`config.mk`:
```
export PLATFORM = sky130hd
export DESIGN_NAME = fp_result_packer
export DESIGN_NICKNAME = d
export VERILOG_FILES = /design/src/rtl/fp_pkg.sv /design/src/rtl/fp_sticky_shifter.sv /design/src/rtl/fp_result_packer.sv
export SDC_FILE = /design/constraint.sdc
export NUM_CORES = 1
export LEC_CHECK = 0
export CAP_MARGIN = 30
export CORE_AREA = 2 2 90 92
export DETAILED_ROUTE_END_ITERATION = 8
export DIE_AREA = 0 0 92 94
export PLACE_DENSITY = 0.75
export SKIP_CTS_REPAIR_TIMING = 1
export SLEW_MARGIN = 40
export SYNTH_ARGS = -nofsm -noshare
export SYNTH_HDL_FRONTEND = slang
export SYNTH_HIERARCHICAL = 1
export SYNTH_SLANG_ARGS = --single-unit
```
`constraint.sdc`:
```
create_clock -name clk -period 1.77 [get_ports clk]
set_input_delay 0.2655 -clock clk [delete_from_list [all_inputs] [get_ports clk]]
set_output_delay 0.2655 -clock clk [all_outputs]
set_load 0.1 [all_outputs]
```
`src/rtl/fp_pkg.sv`:
```
// Shared definitions for the FP multiplier back end: field widths, the
// exponent saturation value, the packer FSM states and the exception flags.
package fp_pkg;

    localparam int EXP_W  = 8;
    localparam int FRAC_W = 23;

    localparam logic [EXP_W-1:0] EXP_MAX = 8'hFF;

    typedef enum logic [1:0] {
        ST_IDLE  = 2'd0,
        ST_SHIFT = 2'd1,
        ST_OUT   = 2'd2
    } fp_state_t;

    typedef struct packed {
        logic overflow;
        logic underflow;
        logic inexact;
    } fp_flags_t;

endpackage

```
`src/rtl/fp_sticky_shifter.sv`:
```
// Serial right shifter for the subnormal path. It shifts one bit per cycle
// and keeps the last bit shifted out (guard) and the OR of every earlier
// shifted-out bit (sticky), so rounding and inexact need no wide shifter.
module fp_sticky_shifter #(
    parameter int MANT_W  = 24,
    parameter int SHIFT_W = 5
) (
    input  logic               clk,
    input  logic               rst,
    input  logic               load,
    input  logic [MANT_W-1:0]  load_mant,
    input  logic [SHIFT_W-1:0] load_cnt,
    output logic               busy,
    output logic               done,
    output logic [MANT_W-1:0]  mant_q,
    output logic               guard,
    output logic               sticky
);

    logic [SHIFT_W-1:0] cnt_q;

    // Load a new operand, or shift once per cycle while the counter is nonzero.
    always_ff @(posedge clk) begin
        if (rst) begin
            mant_q <= '0;
            cnt_q  <= '0;
            guard  <= 1'b0;
            sticky <= 1'b0;
        end else if (load) begin
            mant_q <= load_mant;
            cnt_q  <= load_cnt;
            guard  <= 1'b0;
            sticky <= 1'b0;
        end else if (busy) begin
            sticky <= sticky | guard;
            guard  <= mant_q[0];
            mant_q <= mant_q >> 1;
            cnt_q  <= cnt_q - 1'b1;
        end
    end

    // done marks the cycle whose closing edge performs the final shift.
    always_comb begin
        busy = (cnt_q != '0);
        done = (cnt_q == SHIFT_W'(1));
    end

endmodule

```
`src/rtl/fp_result_packer.sv`:
```
// Back-end stage of the FP multiplier: subnormal shift, optional rounding,
// IEEE-754 single packing and exception flags.
// Optional feature macro: FP_PACK_RNE_EN (round-to-nearest-even on the
// subnormal path; truncation when undefined).
//
// Handshake: a transfer happens on a rising edge where valid and ready are
// both high. in_ready is high only in IDLE; out_valid is high only in OUT and
// result/flags stay frozen until out_ready completes the transfer.
module fp_result_packer
    import fp_pkg::*;
#(
    parameter int MANT_W  = 24,
    parameter int SHIFT_W = 5
) (
    input  logic               clk,
    input  logic               rst,
    input  logic               in_valid,
    output logic               in_ready,
    input  logic               sign,
    input  logic [7:0]         Ez,
    input  logic [MANT_W-1:0]  mant,
    input  logic               underflow_flag,
    input  logic               overflow_case,
    input  logic [SHIFT_W-1:0] mantissaReqiredModify,
    output logic               out_valid,
    input  logic               out_ready,
    output logic [31:0]        result,
    output logic               overflow,
    output logic               underflow,
    output logic               inexact,
    output fp_state_t          dbg_state
);

    fp_state_t state_q, state_d;

    logic      accept;
    logic      is_ovf;
    logic      sh_load;
    logic      sh_busy, sh_done;
    logic      sh_guard, sh_sticky;
    logic [MANT_W-1:0] sh_mant;

    logic [31:0] res_q;
    fp_flags_t   flags_q;
    logic        sign_q;
    logic        uf_q;

    logic                     rnd;
    logic [EXP_W+FRAC_W-1:0]  pack_sum;
    fp_flags_t                flags_out;

    // Accept decode; overflow outranks the underflow request.
    always_comb begin
        accept  = in_valid && in_ready;
        is_ovf  = overflow_case || (Ez == EXP_MAX);
        sh_load = accept && underflow_flag && !is_ovf;
    end

    fp_sticky_shifter #(
        .MANT_W  (MANT_W),
        .SHIFT_W (SHIFT_W)
    ) u_shifter (
        .clk       (clk),
        .rst       (rst),
        .load      (sh_load),
        .load_mant (mant),
        .load_cnt  (mantissaReqiredModify),
        .busy      (sh_busy),
        .done      (sh_done),
        .mant_q    (sh_mant),
        .guard     (sh_guard),
        .sticky    (sh_sticky)
    );

    // State register.
    always_ff @(posedge clk) begin
        if (rst) begin
            state_q <= ST_IDLE;
        end else begin
            state_q <= state_d;
        end
    end

    // Next-state logic; a zero shift amount skips SHIFT entirely.
    always_comb begin
        state_d = state_q;
        case (state_q)
            ST_IDLE: begin
                if (accept) begin
                    if (sh_load && (mantissaReqiredModify != '0)) begin
                        state_d = ST_SHIFT;
                    end else begin
                        state_d = ST_OUT;
                    end
                end
            end
            ST_SHIFT: begin
                if (sh_done || !sh_busy) begin
                    state_d = ST_OUT;
                end
            end
            ST_OUT: begin
                if (out_ready) begin
                    state_d = ST_IDLE;
                end
            end
            default: state_d = ST_IDLE;
        endcase
    end

    // Capture the non-subnormal results at acceptance; the subnormal result is
    // built from the shifter, which holds still once shifting ends.
    always_ff @(posedge clk) begin
        if (rst) begin
            res_q   <= '0;
            flags_q <= '0;
            sign_q  <= 1'b0;
            uf_q    <= 1'b0;
        end else if (accept) begin
            sign_q <= sign;
            uf_q   <= underflow_flag && !is_ovf;
            if (is_ovf) begin
                res_q   <= {sign, EXP_MAX, {FRAC_W{1'b0}}};
                flags_q <= '{overflow: 1'b1, underflow: 1'b0, inexact: 1'b1};
            end else if (underflow_flag) begin
                res_q   <= '0;
                flags_q <= '0;
            end else if (!mant[MANT_W-1]) begin
                res_q   <= {sign, {(EXP_W+FRAC_W){1'b0}}};
                flags_q <= '0;
            end else begin
                res_q   <= {sign, Ez, mant[MANT_W-2:0]};
                flags_q <= '0;
            end
        end
    end

    // Subnormal pack: the hidden bit lands in the exponent LSB, so a set bit 23
    // or a rounding carry out of the fraction naturally yields exponent 1.
    always_comb begin
`ifdef FP_PACK_RNE_EN
        rnd = sh_guard & (sh_sticky | sh_mant[0]);
`else
        rnd = 1'b0;
`endif
        pack_sum = (EXP_W+FRAC_W)'(sh_mant) + (EXP_W+FRAC_W)'(rnd);
    end

    // Output selection between the captured result and the subnormal pack.
    always_comb begin
        in_ready  = (state_q == ST_IDLE);
        out_valid = (state_q == ST_OUT);
        dbg_state = state_q;
        if (uf_q) begin
            result    = {sign_q, pack_sum};
            flags_out = '{overflow: 1'b0, underflow: 1'b1,
                          inexact: sh_guard | sh_sticky};
        end else begin
            result    = res_q;
            flags_out = flags_q;
        end
        overflow  = flags_out.overflow;
        underflow = flags_out.underflow;
        inexact   = flags_out.inexact;
    end

endmodule

```
==> summary.md <==
| Metric | Value |
|---|---|
| Post-Layout Cell Count | ~550 |
| Setup crit start | u_shifter/cnt_q[1]$_SDFFE_PP0P_ |
| Die Height | between 90 and 100 um |
| Crit Path Class | reg2reg |
| Most common cell in the synthesized netlist | dfxtp_1 |
| Post-DP HPWL | approximately 6000 um |
| Worst path slowest cell | or3_2 |
| First-pass GRT wire length | about 14000 um |
| Die ar. | 0.008648 mm^2 |
| Clk sinks | slightly below 70 |
| Htree depth | 3 |
| Worst Path Max Fanout | 9 |
| Critical path's most frequent cell | buf_4 |
| Top post-synthesis cells by count | dfxtp_1 (68), nor3_1 (50), inv_1 (27) |
| YS warnings | 6 |
| CP endpoint kind | flip-flop |
| Sequential area share after synthesis | 41.10% |
| Fmax | ~0.57 GHz |
| Leak | 2.134 nW |
| CORE AREA | between 0.007 and 0.008 mm^2 |
| Clock slew at reported path FFs | roughly 0.07 ns |
| Post-DR wirelength/cell | ~16 um |
| CP peak stage delay | approximately 0.46 ns |
| Critical path cell sequence | inv_1, ha_4, nor4b_4, buf_4, buf_4, or3_2, a21oi_1 |
| Remaining DRCs | 0 |
| Synth top area share | between 40 and 50% |
| Routability congestion estimate | approximately 0.82 |
| 1st-pass router iterations | 4 |
| RSZ-0062 raised after global routing | yes |
| Maxcap violations | 0 |
| Slew Limit Fails | 0 |
| Met3 Use GR | ~3.4% |
| Minimum clock period | ~1.7 ns |
| Worst-margin pin slew | between 0.6 and 0.7 ns |
| Root Buffer Master | clkbuf_8 |
| Largest net degree at the start of global routing | 52 |
| CTS Buf Count | 9 |
| Cell count after synthesis | between 300 and 400 |
| Layout area overhead | 60.33% |
| Met2 Resource Use GR | roughly 37% |
| Hold Startpoint | Ez[2] |
| Placed Instance Area | about 0.005 mm^2 |
| Final Hold Fails | 0 |
| 1st-iter DRT viols | 82 |
| Max Buffers Root-to-Sink | 2 |
| Top cells by area, synth | dfxtp_1 (41%), a2111oi_2 (10%), mux2_2 (8.5%), nor3_1 (7.6%), a22o_1 (6.1%) |
| Post-route ant nets | 0 |
| Pwr dens | 1204 mW/mm^2 |
| Cell Area, Synth | 0.003312 mm^2 |
| Site Rows | 32 |
| Buf/Inv on CP | 3 |
| Hold WS | ~0.24 ns |
| Worst r2r path cells | 7 |
| Stages on the worst setup path | 7 |
| Detailed-route via count | around 3k |
| Worst Skew | between 0.006 and 0.007 ns |
| Chip width | slightly above 90 um |
| Initial Util | 43.54% |
| Worst setup slack after layout | between 0.02 and 0.03 ns |
| Diodes inserted | 0 |
| Share of layout cells above drive strength 1 | between 30% and 40% |
| Slew headroom | between 50% and 60% |
| Vias in the first global route | ~3.0k |
| Antenna violations before repair | 0 |
| Post-Place Cells | 523 |
| Overflow left after global routing | 0 |
| Outcome | complete, no violations |
| Place WS | -0.4236 ns |
| Grt met1 use | a little under a quarter |
| Post-Layout Inst Area | between 0.005 and 0.006 mm^2 |
| CP endpoint | u_shifter/cnt_q[2]$_SDFFE_PP0P_ |
| Clock network latency to the later pin of the worst-skew pair | around 0.33 ns |
| Ys async rst share | 0% |
| Tot Pwr | roughly 6.4 mW |
| Avg Inst Size Synth | around 9.7 um^2 |
| Reg2reg end | u_shifter/cnt_q[2]$_SDFFE_PP0P_ |
| Top FF cell, synth | dfxtp_1 |
| Peak supply drop | 641.2 uV |
| GR peak layer | met2 |
| Synthesized flop and latch total | 68 |
| Cell variety after synth | between 40 and 50 |
| Worst hold path type | in2reg |
| Final clock period utilization by the worst path | a little over nine tenths |
| Drt total wl | 8890 um |
| Reg-to-reg critical path startpoint | u_shifter/cnt_q[1]$_SDFFE_PP0P_ |
| WP data required | slightly above 2 ns |
| Worst path arrival time | 2.00 ns |
| Register-to-register setup slack | between 0.02 and 0.03 ns |
| Final setup violation count | 0 |
| Post-Route Setup TNS | 0 ns |
| Startpoint types | flip-flop |
| Nets | around 490 |
| CP top delay family | simple AND/OR/NAND/NOR gates |
| Vias per cell | about 5.4 |
| I/O Buffers | 82 |
| TritonCTS clock tree | yes |
| Final Util | 69.80% |
| GRT Total Usage | roughly a fifth |
| # IOs | 83 |
| Mapped Nets | 389 |
| Cell accounting for the most synthesized area | dfxtp_1 |
| Number of synthesized flops with an enable pin | 0 |
==> sequential cells by signal, summed over array words and instances (netlist names) <==
| name | count |
|---|---|
| res_q | 32 |
| flags_q | 1 |
| u_shifter/guard | 1 |
| dbg_state | 2 |
| u_shifter/cnt_q | 5 |
| u_shifter/mant_q | 24 |
| uf_q | 1 |
| sign_q | 1 |
| u_shifter/sticky | 1 |
==> layout make-up <==
cell class	count	area (um^2)
clock buffer	12	165.2
clock inverter	4	22.52
fill	562	2297
inverter	28	117.6
multi-input combinational	216	1889
sequential	68	1378
tap	102	127.6
timing repair buffer	117	1610
==> worst reg2reg max path, stage by stage, from the launching register on <==
cell     delay [ns]
dfxtp_2        0.34
inv_1          0.09
ha_4           0.19
nor4b_4        0.12
buf_4          0.17
buf_4          0.17
or3_2          0.46
a21oi_1        0.15
==> cell usage in the layout (no fill, tap or decap), types with 4 or more instances in the layout <==
cell type and n:
a2111oi_2 20, a211oi_1 9, a21oi_1 5, a22o_1 23, buf_12 46, buf_4 23, clkbuf_8 12, clkdlybuf4s50_1 39
dfxtp_1 63, dfxtp_4 4, inv_1 26, mux2_4 22, nand2_1 15, nor2_1 15, nor2b_4 9, nor3_1 50
==> per-layer routing <==
layer	share of wire (%)	wire, um
met2	54	4797
met5	0	0
met3	2.9	261
met1	42	3737
met4	1.1	94
==> worst min-delay path by stage <==
stage / endpoint / depth (start not counted) / slack (ns)
3_5_place_dp: res_q[5]$_SDFFE_PP0N_ / 1 / 0.46
2_1_floorplan: dbg_state[0]$_SDFFE_PP0P_ / 1 / 0.33
3_3_place_gp: res_q[1]$_SDFFE_PP0N_ / 1 / 0.45
5_1_grt: res_q[25]$_SDFFE_PP0N_ / 3 / 0.25
6_report: res_q[25]$_SDFFE_PP0N_ / 3 / 0.24
4_1_cts: uf_q$_SDFFE_PP0N_ / 4 / 0.41
==> power breakdown <==
group / internal [mW] / leakage, nW / total, mW / switching, mW
clock: 0.616 / 0.0982 / 1.17 / 0.557
combinational: 1.37 / 1.48 / 3.08 / 1.71
sequential: 1.86 / 0.560 / 2.14 / 0.282
==> kinds of logic after synthesis <==
| kind of cell | synth area share (%) |
|---|---|
| multiplexers | 9.105 |
| XOR/XNOR | 0.5290 |
| AO/OA/AOI/OAI | 20.89 |
| buffers and inverters | 8.538 |
| adder cells (fa/ha/maj) | 0.7555 |
| flip-flops | 41.10 |
| AND/OR/NAND/NOR | 19.08 |
No activity file was read; power rests on OpenSTA's default activity.
